$ cat src/rtl/led_pulse_stretcher_pkg.sv
// Shared types and constants for the LED pulse stretcher: phase encoding,
// board-clock conversion and timer sizing helpers.
package led_pulse_stretcher_pkg;

    typedef enum logic [1:0] {
        ST_IDLE = 2'd0,
        ST_ON   = 2'd1,
        ST_GAP  = 2'd2
    } state_t;

    localparam int MHZ = 50;

    function automatic int ms_to_cyc(input int ms);
        return ms * MHZ * 1000;
    endfunction

    // Down-counter width for the longer of the two phases, never below 1 bit.
    function automatic int tmr_width(input int on_cyc, input int off_cyc);
        int m;
        m = (on_cyc > off_cyc) ? on_cyc : off_cyc;
        return ($clog2(m) < 1) ? 1 : $clog2(m);
    endfunction

endpackage

$ cat src/rtl/led_pulse_stretcher_phase_timer.sv
// Loadable down-counter that parks at zero; sequences the ON and GAP phases.
module led_pulse_stretcher_phase_timer #(
    parameter int W = 2
) (
    input  logic         i_clk,
    input  logic         i_rst,
    input  logic         i_load,
    input  logic [W-1:0] i_load_val,
    output logic         o_zero
);

    logic [W-1:0] r_cnt;

    always_ff @(posedge i_clk) begin
        if (i_rst) begin
            r_cnt <= '0;
        end else if (i_load) begin
            r_cnt <= i_load_val;
        end else if (r_cnt != '0) begin
            r_cnt <= r_cnt - W'(1);
        end
    end

    assign o_zero = (r_cnt == '0);

endmodule

$ cat src/rtl/led_pulse_stretcher.sv
// Turns single-cycle event strobes into fixed-length LED pulses separated by a
// fixed gap, queueing events that arrive while a pulse is in progress.
module led_pulse_stretcher
    import led_pulse_stretcher_pkg::*;
#(
    parameter int ON_CYC   = ms_to_cyc(100),
    parameter int OFF_CYC  = ms_to_cyc(100),
    parameter int MAX_PEND = 7,
    localparam int PEND_W  = $clog2(MAX_PEND + 1)
) (
    input  logic              src_clk,
    input  logic              rst,
    input  logic              pulse_in,
    output logic              led_out,
    output logic              busy,
    output logic [PEND_W-1:0] pend_cnt,
    output logic              overflow
);

    localparam int TMR_W = tmr_width(ON_CYC, OFF_CYC);
    localparam logic [TMR_W-1:0]  ON_LOAD  = TMR_W'(ON_CYC - 1);
    localparam logic [TMR_W-1:0]  OFF_LOAD = TMR_W'(OFF_CYC - 1);
    localparam logic [PEND_W:0]   MAX_P    = (PEND_W + 1)'(MAX_PEND);

    state_t              r_state;
    state_t              w_state_nxt;
    logic                r_led;
    logic                w_led_nxt;
    logic [PEND_W-1:0]   r_pend;
    logic [PEND_W-1:0]   w_pend_nxt;
    logic [PEND_W:0]     w_pend_sum;
    logic                r_ovf;
    logic                w_drop;
    logic                w_start;
    logic                w_zero;
    logic                w_load;
    logic [TMR_W-1:0]    w_load_val;

    led_pulse_stretcher_phase_timer #(
        .W (TMR_W)
    ) u_phase_timer (
        .i_clk      (src_clk),
        .i_rst      (rst),
        .i_load     (w_load),
        .i_load_val (w_load_val),
        .o_zero     (w_zero)
    );

    // The last GAP cycle behaves like IDLE so queued events chain without a gap cycle.
    always_comb begin
        w_start = ((r_state == ST_IDLE) || ((r_state == ST_GAP) && w_zero))
                  && (pulse_in || (r_pend != '0));
    end

    always_comb begin
        w_state_nxt = r_state;
        w_led_nxt   = r_led;
        w_load      = 1'b0;
        w_load_val  = '0;
        case (r_state)
            ST_IDLE: begin
                if (w_start) begin
                    w_state_nxt = ST_ON;
                    w_led_nxt   = 1'b1;
                    w_load      = 1'b1;
                    w_load_val  = ON_LOAD;
                end
            end
            ST_ON: begin
                if (w_zero) begin
                    w_state_nxt = ST_GAP;
                    w_led_nxt   = 1'b0;
                    w_load      = 1'b1;
                    w_load_val  = OFF_LOAD;
                end
            end
            ST_GAP: begin
                if (w_start) begin
                    w_state_nxt = ST_ON;
                    w_led_nxt   = 1'b1;
                    w_load      = 1'b1;
                    w_load_val  = ON_LOAD;
                end else if (w_zero) begin
                    w_state_nxt = ST_IDLE;
                end
            end
            default: begin
                w_state_nxt = ST_IDLE;
                w_led_nxt   = 1'b0;
            end
        endcase
    end

    // One extra bit catches the only overflow case: pulse with no start at MAX_PEND.
    always_comb begin
        w_pend_sum = {1'b0, r_pend} + {{PEND_W{1'b0}}, pulse_in}
                     - {{PEND_W{1'b0}}, w_start};
        w_drop     = (w_pend_sum > MAX_P);
        w_pend_nxt = w_drop ? MAX_P[PEND_W-1:0] : w_pend_sum[PEND_W-1:0];
    end

    always_ff @(posedge src_clk) begin
        if (rst) begin
            r_state <= ST_IDLE;
            r_led   <= 1'b0;
            r_pend  <= '0;
            r_ovf   <= 1'b0;
        end else begin
            r_state <= w_state_nxt;
            r_led   <= w_led_nxt;
            r_pend  <= w_pend_nxt;
            if (w_drop) begin
                r_ovf <= 1'b1;
            end
        end
    end

    assign led_out  = r_led;
    assign busy     = (r_state != ST_IDLE);
    assign pend_cnt = r_pend;
    assign overflow = r_ovf;

endmodule

$ cat config.mk
export PLATFORM = sky130hd
export DESIGN_NAME = led_pulse_stretcher
export DESIGN_NICKNAME = d
export VERILOG_FILES = /design/src/rtl/led_pulse_stretcher_pkg.sv /design/src/rtl/led_pulse_stretcher_phase_timer.sv /design/src/rtl/led_pulse_stretcher.sv
export SDC_FILE = /design/constraint.sdc
export NUM_CORES = 1
export LEC_CHECK = 0
export CAP_MARGIN = 20
export CORE_AREA = 4 4 60 72
export DETAILED_ROUTE_END_ITERATION = 10
export DIE_AREA = 0 0 64 76
export SYNTH_ARGS = -nofsm -noshare
export SYNTH_HDL_FRONTEND = slang
export SYNTH_SLANG_ARGS = --single-unit
$ cat constraint.sdc
create_clock -name src_clk -period 4.4 [get_ports src_clk]
set_input_delay 0.44 -clock src_clk [delete_from_list [all_inputs] [get_ports src_clk]]
set_output_delay 0.44 -clock src_clk [all_outputs]
set_load 0.01 [all_outputs]
==> results.md <==
- The flow ran to the end, and the final reports show no timing, DRC or antenna violations.
- The routed layout has between 1000 and 1500 vias.
- During synthesis, Yosys emitted a total of 0 warnings.
- The final layout contains between 150 and 200 nets.
- The layout filler cell count is between 300 and 400.
- For this block, the initial DRC count from the detailed router was 44.
- The worst setup path is captured at a flip-flop.
- The layout overhead on the synthesized area is 13.9%.
- The die outline area is ~4900 um^2.
- The synthesized design spends more area on one cell type than any other, namely sky130_fd_sc_hd__dfxtp_1.
- The setup slack of the worst register-to-register path is approximately 1.0 ns.
- The cell with the largest stage delay on the worst path is sky130_fd_sc_hd__nand3_1.
- The worst endpoint required time is between 4 and 5 ns.
- The number of buffers and inverters on the critical path is 1.
- In this run the mean area of a mapped cell was 8.85 um^2.
- STA classifies the critical path startpoint as a flip-flop.
- The via density per instance is about 5.3.
- The global-route met3 utilization is 4.42%.
- The critical path's top delay family is simple AND/OR/NAND/NOR gates.
- Across the run, the number of max-cap violations was 0.
- The initial core utilization is roughly 44%.
- The sequential cell area fraction in the yosys report is between 30% and 40%.
- Gates resized during post-CTS repair numbered 0.
- Setup repair after global routing left no endpoint under its margin.
- Along the worst path, the maximum fanout reaches 16.
- Dividing the detail-routed wire length by the instance count gives 13.3 um.
- The antenna violation net count after detailed routing is 0.
- Static timing analysis puts the maximum clock frequency at slightly below 0.3 GHz.
- Global routing consumed, over all layers together, between 10 and 15% of the routing resources.
- The tree built by TritonCTS fans out to 30 sinks.
- The chip height is 76 um.
- Cells with a size suffix above 1 make up 10.2% of the layout.
- The sum of routed wire length over all layers is 3190 um.
- Synthesis handed over a netlist of 179 instances.
- The first TritonRoute pass finished after 4 iterations.
- The tree is rooted in a sky130_fd_sc_hd__clkbuf_8.
- The maximum root-to-sink buffer count is 2.
- The number of nets produced by synthesis is 188.
- The largest single stage delay on the critical path is approximately 0.54 ns.
- The first-pass GRT wire length is roughly 5400 um.
- The worst endpoint data arrival time is 3.57 ns.
- The number of pins exceeding their max-slew limit in the final report is 0.
- The H-tree depth is 2.
- The met1 routing resource usage after global routing is approximately 17%.
- The number of standard-cell rows in the floorplan is 24.
- The total DRC errors in the routed layout is 0.
- The area share of the largest cell type after synthesis is a little under two fifths.
- The number of global-route vias before repair was between 1000 and 1500.
- For the pin with the worst max-slew slack, the measured transition is between 0.9 and 1 ns.
- Entering global routing, the biggest net connects 22 pins.
- The core region is approximately 3600 um^2.
- The number of buffers added for setup after CTS is 0.
- The congestion estimate from routability-driven global placement came to roughly 0.83.
- Dividing total power by cell area gives a power density of approximately 570 nW/um^2.
- Clock latency on the worst-skew pair, taken at its later pin, is approximately 0.28 ns.
- In this run the worst hold path is classified as reg2reg.
- Walking the worst path, the cells encountered are inv_1, ha_1, nor4b_1, nand3_1, nor2_2, o21ai_1, or2_1, ha_1, a21o_1, a21oi_1, xnor2_1, nor2_1, nor2_1.
- The worst pin sits at a relative slew slack of 37.8%.
- The worst setup path is of the reg2reg kind.
- Global routing used approximately 23% of the available met2 tracks.
- The count of buffers added on input and output ports is 8.
- The width of the die is between 60 and 70 um.
- The combined area of all synthesized cells is ~1600 um^2.
- The number of hold violations in the final report is 0.
- Before CTS, the worst setup slack after placement is 1.10 ns.
- The initial antenna violation count is 0.
- The total chip power is just over 1 mW.
- Yosys mapped the design onto between 40 and 50 distinct sky130hd cell types.
- Summed over all layers, the global routing overflow is 0.
- The number of endpoints failing setup at the final stage is 0.
- The worst-case IR drop observed on VDD is 350 uV.
- The most congested layer reported by global routing is met2.
- TritonCTS built the clock tree.
- TritonCTS created 5 clock buffers.
- The static leakage is roughly 0.64 nW.
- During I/O placement, the number of pins put on the boundary was 9.
- Across all setup checks in the final design, the least slack found is 1.04 ns.
- Yosys attributes the largest share of cell area to sky130_fd_sc_hd__dfxtp_1 (38%), sky130_fd_sc_hd__xor2_1 (7.2%), sky130_fd_sc_hd__nor2_1 (6.2%).
- Adding up every negative setup slack in the final design gives 0 ns.
- 0 antenna diodes ended up in the layout.
- After clock tree synthesis, the clock-pin slew on the worst setup and hold paths is ~0.06 ns.
- Once detailed placement completed, the half-perimeter wirelength came to 2260 um.
- The final worst-path cycle share is roughly three quarters.
- The smallest clock period supported by the final layout is computed as about 3.4 ns.
- The final clock skew is a little under 0.005 ns.
- Synthesis inferred 30 register bits.
- The hold buffer count at cts is 0.
[kinds of logic after synthesis]
family	count (synthesis)	share of synthesized area (%)
AO/OA/AOI/OAI	38	15.3
XOR/XNOR	19	10.5
adder cells (fa/ha/maj)	6	5.21
buffers and inverters	15	3.87
flip-flops	30	37.9
AND/OR/NAND/NOR	71	27.2
[per-stage QoR]
step                util, %  cell area (um^2)  cells  hold WS (ns)
CTS                    49.7              1800    239         0.479
detailed placement     46.6              1690    231         0.462
floorplan                 -              1580    179         0.448
finish                 49.7              1800    239         0.472
global route           49.7              1800    239         0.499
global placement       46.6              1690    231         0.465
[cell usage in the layout, fill, tap and decap left out, types with 2 or more instances in the layout]
master | Yosys | final
sky130_fd_sc_hd__nor3_1 | 4 | 4
sky130_fd_sc_hd__nor4_4 | 2 | 2
sky130_fd_sc_hd__a31oi_1 | 5 | 5
sky130_fd_sc_hd__o21ai_0 | 4 | 4
sky130_fd_sc_hd__nor4_2 | 2 | 2
sky130_fd_sc_hd__o211ai_1 | 2 | 2
sky130_fd_sc_hd__and3_1 | 3 | 3
sky130_fd_sc_hd__inv_1 | 7 | 7
sky130_fd_sc_hd__xor2_1 | 13 | 13
sky130_fd_sc_hd__a21oi_1 | 16 | 16
sky130_fd_sc_hd__nor2_1 | 26 | 26
sky130_fd_sc_hd__ha_1 | 5 | 5
sky130_fd_sc_hd__nand2_1 | 6 | 6
sky130_fd_sc_hd__clkdlybuf4s50_1 | 0 | 8
sky130_fd_sc_hd__nor4_1 | 3 | 3
sky130_fd_sc_hd__xnor2_1 | 6 | 6
sky130_fd_sc_hd__nand4b_1 | 2 | 2
sky130_fd_sc_hd__nand3b_1 | 2 | 2
sky130_fd_sc_hd__nand4_1 | 4 | 4
sky130_fd_sc_hd__nand3_1 | 7 | 7
sky130_fd_sc_hd__clkbuf_8 | 0 | 8
sky130_fd_sc_hd__dfxtp_1 | 30 | 30
[worst paths after layout]
kind              cells past startpoint              startpoint     endpoint
setup / recovery                     13  u_phase_timer.r_cnt[0]  pend_cnt[2]
hold / removal                        2                overflow     overflow
setup reg to reg                     13  u_phase_timer.r_cnt[0]  pend_cnt[2]
hold reg to reg                       2                overflow     overflow
[metal layers]
metal | vias to the layer above | routed length [um] | part of all wire, %
li1 | 660 | - | -
met1 | 577 | 1520 | 47
met2 | 18 | 1510 | 47
met3 | 5 | 91 | 2.9
met4 | 0 | 72 | 2.3
met5 | - | 0 | 0
[Yosys cell counts, drive strengths merged]
cell type / instances
dfxtp: 30
nor2: 27
a21oi: 17
xor2: 13
nand3: 8
inv: 7
nor4: 7
nand2: 6
xnor2: 6
a31oi: 5
ha: 5
o21ai: 5
buf: 4
clkbuf: 4
nand4: 4
nor3: 4
and3: 3
a211oi: 2
nand3b: 2
nand4b: 2
nor4b: 2
o211ai: 2
or2: 2
a2111o: 1
a2111oi: 1
a21o: 1
a311o: 1
and4: 1
fa: 1
nand2b: 1
o31a: 1
o31ai: 1
o41ai: 1
or3: 1
or4: 1
[report_power, final]
part / total [mW] / switching [mW] / internal (mW)
Clock: 0.259 / 0.101 / 0.158
Combinational: 0.392 / 0.214 / 0.177
Sequential: 0.378 / 0.0541 / 0.324
Total: 1.03 / 0.369 / 0.659
[worst register-to-register path, delay by kind of cell, from the launching register on]
kind / cells / cell delay [ns]
flops: 1 / 0.32
buf+inv: 1 / 0.11
simple gates: 6 / 1.71
compound gates: 3 / 0.49
fa+ha+maj: 2 / 0.44
xor+xnor: 1 / 0.21
[layout make-up]
type                            count  area [um^2]  share of cell area, %
Tap cell                           52         65.1                   3.61
Sequential cell                    30          601                   33.3
Clock buffer                        8          110                   6.10
Multi-Input combinational cell    134          922                   51.1
Inverter                            7         26.3                   1.46
Timing Repair Buffer                8         80.1                   4.44
[flip-flops by register name, summed over array words and instances (netlist names)]
signal               flops
led_out                  1
r_state                  2
u_phase_timer.r_cnt     23
pend_cnt                 3
overflow                 1
(Power assumes the default switching activity.)
